===== src/rtl/snd_pkg.sv =====
// snd_pkg: shared PCM sample type, CIC/DC-block constants and 16-bit saturation for the sound path
package snd_pkg;
   localparam int PCM_W     = 16;
   localparam int CIC_ORDER = 3;
   localparam int DC_SHIFT  = 8;
   typedef logic signed [PCM_W-1:0] pcm_t;
   function automatic pcm_t sat16(input logic signed [31:0] v);
      return (v > 32'sd32767) ? 16'sh7fff : (v < -32'sd32768) ? 16'sh8000 : pcm_t'(v[15:0]);
   endfunction
endpackage


===== src/rtl/snd_pdm_rx_if.sv =====
// snd_pdm_rx_if: PCM sample stream with valid/ready handshake
//   pcm_data  : signed PCM sample (master -> slave)
//   pcm_valid : pcm_data holds an unconsumed sample (master -> slave)
//   pcm_ready : slave accepts the sample when high together with pcm_valid
interface snd_pdm_rx_if;
   import snd_pkg::*;
   pcm_t pcm_data;
   logic pcm_valid;
   logic pcm_ready;
   modport master(output pcm_data, output pcm_valid, input pcm_ready);
   modport slave(input pcm_data, input pcm_valid, output pcm_ready);
endinterface


===== src/rtl/snd_cic_decim.sv =====
// snd_cic_decim: CIC decimator (integrators at bit rate, decimation counter, registered comb pipeline)
//   clk, rst_n : clock, asynchronous active-low reset
//   clr_i      : synchronous clear of all filter state
//   tick_i     : one-cycle bit strobe; bit_i is the PDM bit (1 -> +1, 0 -> -1)
//   result_o   : raw comb result, valid while strobe_o is high
module snd_cic_decim
   import snd_pkg::*;
#(
   parameter int DECIM = 64,
   parameter int ACC_W = CIC_ORDER * $clog2(DECIM) + 2
) (
   input  logic                    clk,
   input  logic                    rst_n,
   input  logic                    clr_i,
   input  logic                    tick_i,
   input  logic                    bit_i,
   output logic signed [ACC_W-1:0] result_o,
   output logic                    strobe_o
);
   localparam int DW = $clog2(DECIM);
   typedef logic signed [ACC_W-1:0] acc_t;
   acc_t integ_q [CIC_ORDER];
   acc_t integ_d [CIC_ORDER];
   acc_t comb_q  [CIC_ORDER];
   acc_t dly_q   [CIC_ORDER];
   acc_t comb_in [CIC_ORDER];
   logic [CIC_ORDER-1:0] vld_q, comb_en;
   logic [DW-1:0] dec_q;
   // Integrators chain combinationally so the captured value includes the current bit;
   // all sums wrap modulo 2^ACC_W, which the combs undo exactly.
   always_comb begin
      acc_t s;
      s = bit_i ? acc_t'(1) : acc_t'(-1);
      for (int k = 0; k < CIC_ORDER; k++) begin
         s = s + integ_q[k];
         integ_d[k] = s;
      end
      comb_in[0] = integ_d[CIC_ORDER-1];
      for (int k = 1; k < CIC_ORDER; k++) comb_in[k] = comb_q[k-1];
      comb_en = {vld_q[CIC_ORDER-2:0], tick_i && dec_q == DW'(DECIM - 1)};
   end
   always_ff @(posedge clk or negedge rst_n) begin
      if (!rst_n) begin
         dec_q <= '0;
         vld_q <= '0;
         for (int k = 0; k < CIC_ORDER; k++) begin
            integ_q[k] <= '0;
            comb_q[k]  <= '0;
            dly_q[k]   <= '0;
         end
      end else if (clr_i) begin
         dec_q <= '0;
         vld_q <= '0;
         for (int k = 0; k < CIC_ORDER; k++) begin
            integ_q[k] <= '0;
            comb_q[k]  <= '0;
            dly_q[k]   <= '0;
         end
      end else begin
         if (tick_i) begin
            dec_q <= dec_q + 1'b1;
            for (int k = 0; k < CIC_ORDER; k++) integ_q[k] <= integ_d[k];
         end
         vld_q <= comb_en;
         for (int k = 0; k < CIC_ORDER; k++) begin
            if (comb_en[k]) begin
               comb_q[k] <= comb_in[k] - dly_q[k];
               dly_q[k]  <= comb_in[k];
            end
         end
      end
   end
   assign result_o = comb_q[CIC_ORDER-1];
   assign strobe_o = vld_q[CIC_ORDER-1];
endmodule


===== src/rtl/snd_pdm_rx.sv =====
// snd_pdm_rx: PDM-to-PCM receiver (bit clock generation, input sync, CIC decimation, PCM handshake)
//   clk, rst_n         : system clock, asynchronous active-low reset
//   enable             : run; low holds pdm_clk at 0 and clears filter state and pcm_valid
//   pdm_clk / pdm_in   : bit clock out to the PDM source, asynchronous data back
//   pcm (master)       : pcm_data / pcm_valid / pcm_ready sample stream
//   overrun / overrun_clr : sticky flag for an overwritten unconsumed sample, and its clear
//   Optional SND_PDM_RX_DC_BLOCK_EN: first-order DC-blocking high-pass after scaling (+1 clk latency)
module snd_pdm_rx
   import snd_pkg::*;
#(
   parameter int CLK_DIV = 4,
   parameter int DECIM   = 64
) (
   input  logic         clk,
   input  logic         rst_n,
   input  logic         enable,
   output logic         pdm_clk,
   input  logic         pdm_in,
   snd_pdm_rx_if.master pcm,
   output logic         overrun,
   input  logic         overrun_clr
);
   localparam int ACC_W = CIC_ORDER * $clog2(DECIM) + 2;
   localparam int SHIFT = CIC_ORDER * $clog2(DECIM) - 15;
   localparam int DIV_W = $clog2(CLK_DIV);
   logic [DIV_W-1:0] div_q, div_d;
   logic pclk_q, pclk_d;
   logic [1:0] sync_q;
   logic [1:0] settle_q, settle_d;
   logic valid_q, valid_d, ovr_q, ovr_d;
   pcm_t data_q, data_d, out_pcm;
   logic wrap, tick, load, cic_stb, out_stb;
   logic signed [ACC_W-1:0] cic_res, scaled;
   assign wrap = div_q == DIV_W'(CLK_DIV - 1);
   // Bit tick is the cycle whose edge takes pdm_clk from 1 to 0.
   assign tick = enable && wrap && pclk_q;
   snd_cic_decim #(.DECIM(DECIM)) u_cic (
      .clk      (clk),
      .rst_n    (rst_n),
      .clr_i    (!enable),
      .tick_i   (tick),
      .bit_i    (sync_q[1]),
      .result_o (cic_res),
      .strobe_o (cic_stb)
   );
   assign scaled = cic_res >>> SHIFT;
`ifdef SND_PDM_RX_DC_BLOCK_EN
   logic signed [17:0] dcy_q, dcy_d;
   logic signed [19:0] dc_sum;
   pcm_t dcx_q, dcx_d;
   logic dcv_q;
   always_comb begin
      dcx_d  = sat16(32'(scaled));
      dc_sum = 20'(dcx_d) - 20'(dcx_q) + 20'(dcy_q) - 20'(dcy_q >>> DC_SHIFT);
      dcy_d  = (dc_sum > 20'sd131071) ? 18'sh1ffff : (dc_sum < -20'sd131072) ? 18'sh20000 : dc_sum[17:0];
   end
   always_ff @(posedge clk or negedge rst_n) begin
      if (!rst_n) begin
         dcx_q <= '0;
         dcy_q <= '0;
         dcv_q <= 1'b0;
      end else if (!enable) begin
         dcx_q <= '0;
         dcy_q <= '0;
         dcv_q <= 1'b0;
      end else begin
         if (cic_stb) begin
            dcx_q <= dcx_d;
            dcy_q <= dcy_d;
         end
         dcv_q <= cic_stb;
      end
   end
   assign out_stb = dcv_q;
   assign out_pcm = sat16(32'(dcy_q));
`else
   assign out_stb = cic_stb;
   assign out_pcm = sat16(32'(scaled));
`endif
   // The first two decimated results carry partially filled history and are dropped.
   always_comb begin
      div_d    = (!enable || wrap) ? '0 : div_q + 1'b1;
      pclk_d   = enable && (wrap ^ pclk_q);
      load     = enable && out_stb && settle_q == 2'd2;
      settle_d = !enable ? 2'd0 : (out_stb && settle_q != 2'd2) ? settle_q + 2'd1 : settle_q;
      valid_d  = enable && (load || (valid_q && !pcm.pcm_ready));
      data_d   = load ? out_pcm : data_q;
      ovr_d    = (load && valid_q && !pcm.pcm_ready) || (ovr_q && !overrun_clr);
   end
   always_ff @(posedge clk or negedge rst_n) begin
      if (!rst_n) begin
         div_q    <= '0;
         pclk_q   <= 1'b0;
         sync_q   <= '0;
         settle_q <= '0;
         valid_q  <= 1'b0;
         data_q   <= '0;
         ovr_q    <= 1'b0;
      end else begin
         div_q    <= div_d;
         pclk_q   <= pclk_d;
         sync_q   <= {sync_q[0], pdm_in};
         settle_q <= settle_d;
         valid_q  <= valid_d;
         data_q   <= data_d;
         ovr_q    <= ovr_d;
      end
   end
   assign pdm_clk       = pclk_q;
   assign pcm.pcm_data  = data_q;
   assign pcm.pcm_valid = valid_q;
   assign overrun       = ovr_q;
endmodule


===== src/flat_wrapper.sv =====
// flat-port wrapper written by rule: the top's interface ports become plain ports
module snd_pdm_rx_flat import snd_pkg::*;
#(
   parameter int CLK_DIV = 4,
   parameter int DECIM   = 64
)
  (clk, rst_n, enable, pdm_clk, pdm_in, overrun, overrun_clr, pcm_pcm_data, pcm_pcm_valid, pcm_pcm_ready);
  snd_pdm_rx_if pcm_i ();
  input  logic clk;
  input  logic rst_n;
  input  logic enable;
  output logic pdm_clk;
  input  logic pdm_in;
  output logic overrun;
  input  logic overrun_clr;
  output wire logic [$bits(pcm_i.pcm_data)-1:0] pcm_pcm_data;
  output wire logic [$bits(pcm_i.pcm_valid)-1:0] pcm_pcm_valid;
  input wire logic [$bits(pcm_i.pcm_ready)-1:0] pcm_pcm_ready;
  assign pcm_pcm_data = pcm_i.pcm_data;
  assign pcm_pcm_valid = pcm_i.pcm_valid;
  assign pcm_i.pcm_ready = pcm_pcm_ready;
  snd_pdm_rx #(.CLK_DIV(CLK_DIV), .DECIM(DECIM)) u_core (.clk(clk), .rst_n(rst_n), .enable(enable), .pdm_clk(pdm_clk), .pdm_in(pdm_in), .pcm(pcm_i), .overrun(overrun), .overrun_clr(overrun_clr));
endmodule

===== config.mk =====
export PLATFORM = sky130hd
export DESIGN_NAME = snd_pdm_rx_flat
export DESIGN_NICKNAME = d
export VERILOG_FILES = /design/src/rtl/snd_pkg.sv /design/src/rtl/snd_pdm_rx_if.sv /design/src/rtl/snd_cic_decim.sv /design/src/rtl/snd_pdm_rx.sv /design/src/flat_wrapper.sv
export SDC_FILE = /design/constraint.sdc
export NUM_CORES = 1
export LEC_CHECK = 0
export BUFFER_PORTS_ARGS = -buffer_cell sky130_fd_sc_hd__buf_4
export CORE_ASPECT_RATIO = 0.7
export CORE_MARGIN = 2
export CORE_UTILIZATION = 30
export CTS_CLUSTER_SIZE = 25
export DETAILED_ROUTE_END_ITERATION = 16
export PLACE_DENSITY = 0.48
export SYNTH_ARGS = -nofsm -noshare
export SYNTH_HDL_FRONTEND = slang
export SYNTH_HIERARCHICAL = 1
export SYNTH_SLANG_ARGS = --single-unit
export TNS_END_PERCENT = 50

===== constraint.sdc =====
create_clock -name clk -period 8.3 [get_ports clk]
set_input_delay 1.66 -clock clk [delete_from_list [all_inputs] [get_ports clk]]
set_output_delay 1.66 -clock clk [all_outputs]
set_load 0.05 [all_outputs]

==> results.yml <==
status:
  status: "completed"
placed_design:
  dpl.hpwl_um: 20840
  io_buffers: 24
  gp_congestion: 0.7887
  dp.cells: 2127
  dpl_cell_area_um2: 14850
synthesis:
  synthCells: 1537
  synth_area_per_cell_um2: 9.141
  netlist_area_um2: 14050
  syn-num-nets: 1666
  ys_warn_count: 6
global_route:
  grt_first_pass_wirelength_um: 52260
  gr-total-overflow: 0
  track_usage: 0.1283
  grt_pass1_vias: 10110
  antenna_found_initial: 0
  grt_start_max_net_pins: 158
sta:
  period_minus_slack_ns: 7.586
  maxSlewHeadroom: 0.3995
  tns_ns: 0
  slew_viol_final: 0
  fin_skew_ns: 0.01259
  worst_slew_pin_slew_ns: 0.9008
  setup_viol: 0
  post-route-period-util: 0.9140
  rsz0062_at_grt: "no"
  max_freq_mhz: 131.8
  hold_viol: 0
drt:
  vias: 10690
  first_pass_iters: 7
  via_per_inst: 4.911
  drt-initial-drc-count: 855
  ant_nets: 0
  routed_wl_um: 30870
  drcViolationCount: 0
  routedWlPerCell_um: 14.19
hold_path:
  hp-start: "u_core/sync_q[0]"
  hold_depth: 0
  min_path_type: "reg2reg"
  worstHoldEndpoint: "u_core/sync_q[1]"
cts:
  cts-resized-gates: 0
  clkSlewWorstSetupHoldPaths_ns: 0.06
  holdBufCountCts: 0
  cts-root-buf: "clkbuf_16"
  cts_tree: "built"
  clk_latency_ns: 0.55
  post-cts-setup-buffers: 0
  clockBufferDepth: 3
  cts.sinks: 211
  htreeDepth: 1
  cts-buffers-inserted: 27
critical_path:
  crit_path_max_incr_delay_ns: 0.55
  cp_common_cell: "ha_1"
  crit_family: "compound AO/OA/AOI/OAI gates"
  r2r-end: "u_core/u_cic/comb_in[39]"
  cp-start-kind: "flop"
  path_depth: 31
  cp_max_fo: 13
  reg2reg_from: "u_core/sync_q[1]"
  worst_ep_required_time_ns: 8.72
  cp_slowest_cell: "o21ai_0"
  critPathArrivalTime_ns: 8.00
  path_class: "reg2reg"
  r2r_setup_slack_ns: 0.71
  endpoint_kind: "flop"
  ff2ff_path_depth: 31
  cp_num_buf_inv: 3
finish:
  layout_common_cells: "209 x dfrtp_1, 205 x nor2_1, 117 x ha_1, 105 x inv_1, 102 x a21oi_1"
  final_cells: 2176
  drive_above_1_share: 0.07289
  layout_commonest_cell: "dfrtp_1"
  antennaDiodeCount: 0
  stdcell_area_um2: 15790
  area.growth.synth_to_final_pct: 12.39
  final_net_count: 1673
power:
  total_power_w: 0.002443
  vdd_ir_drop_max_v: 0.0001437
  power.density_nw_per_um2: 154.7
  leakagePower_nw: 6.962
flow_run:
  cap_violations: 0
floorplan:
  dieArea_um2: 48610
  die_y_um: 185.1
  start_util: 0.3033
  die_w_um: 262.7
  num_io_pins: 25
  core_area_um2: 46330
  row_count: 66
## worst max path at each step
stage	from	endpoint	slack [ns]
2_1_floorplan	u_core/sync_q[1]	u_core/u_cic/comb_in[39]	1.63
3_3_place_gp	u_core/sync_q[1]	u_core/u_cic/comb_in[39]	1.04
3_5_place_dp	u_core/sync_q[1]	u_core/u_cic/comb_in[39]	0.79
4_1_cts	u_core/sync_q[1]	u_core/u_cic/comb_in[39]	0.75
5_1_grt	u_core/sync_q[1]	u_core/u_cic/comb_in[39]	0.009
6_report	u_core/sync_q[1]	u_core/u_cic/comb_in[39]	0.71
## registers in the layout, indices dropped and copies added, names as in the netlist
| signal | count |
|---|---|
| u_core/u_cic/dly_q | 60 |
| u_core/u_cic/integ_q | 60 |
| u_core/u_cic/comb_in | 40 |
| u_core/u_cic/result_o | 17 |
| u_core/pcm.pcm_data | 16 |
| u_core/u_cic/dec_q | 6 |
| u_core/u_cic/vld_q | 3 |
| u_core/div_q | 2 |
| u_core/settle_q | 2 |
| u_core/sync_q | 2 |
| u_core/overrun | 1 |
| u_core/pcm.pcm_valid | 1 |
| u_core/pdm_clk | 1 |
## where the power goes
group / total, W / leakage (nW) / internal [W] / switching [W]
Clock: 0.00124 / 0.469 / 0.000780 / 0.000462
Combinational: 0.000167 / 3.55 / 0.0000549 / 0.000112
Sequential: 0.00103 / 2.94 / 0.00103 / 0.00000204
## cell type report
type,count,area [um2]
repair buffers,35,282.8
well taps,612,765.7
clock buffers,39,790.8
inverters,106,402.9
clock inverters,10,150.1
fillers,4712,30540
multi-input cells,1163,8115
flip-flops and latches,211,5283
## metrics by stage
| stage | hold WS (ns) | utilization | setup slack [ns] |
|---|---|---|---|
| 2_1_floorplan | 0.3312 | - | 1.632 |
| 3_3_place_gp | 0.3553 | 0.3205 | 1.039 |
| 3_5_place_dp | 0.3530 | 0.3205 | 0.7904 |
| 4_1_cts | 0.3686 | 0.3408 | 0.7542 |
| 5_1_grt | 0.3740 | 0.3408 | 0.009322 |
| 6_report | 0.3588 | 0.3408 | 0.7136 |
## metal layers
metal | share of wire | up-vias | track usage
met5 | 0 | - | 0
met4 | 0.017 | 0 | 0.02644
met1 | 0.56 | 5082 | 0.2009
met3 | 0.031 | 31 | 0.01835
met2 | 0.39 | 134 | 0.1838
li1 | - | 5440 | -
(Power assumes the default switching activity.)
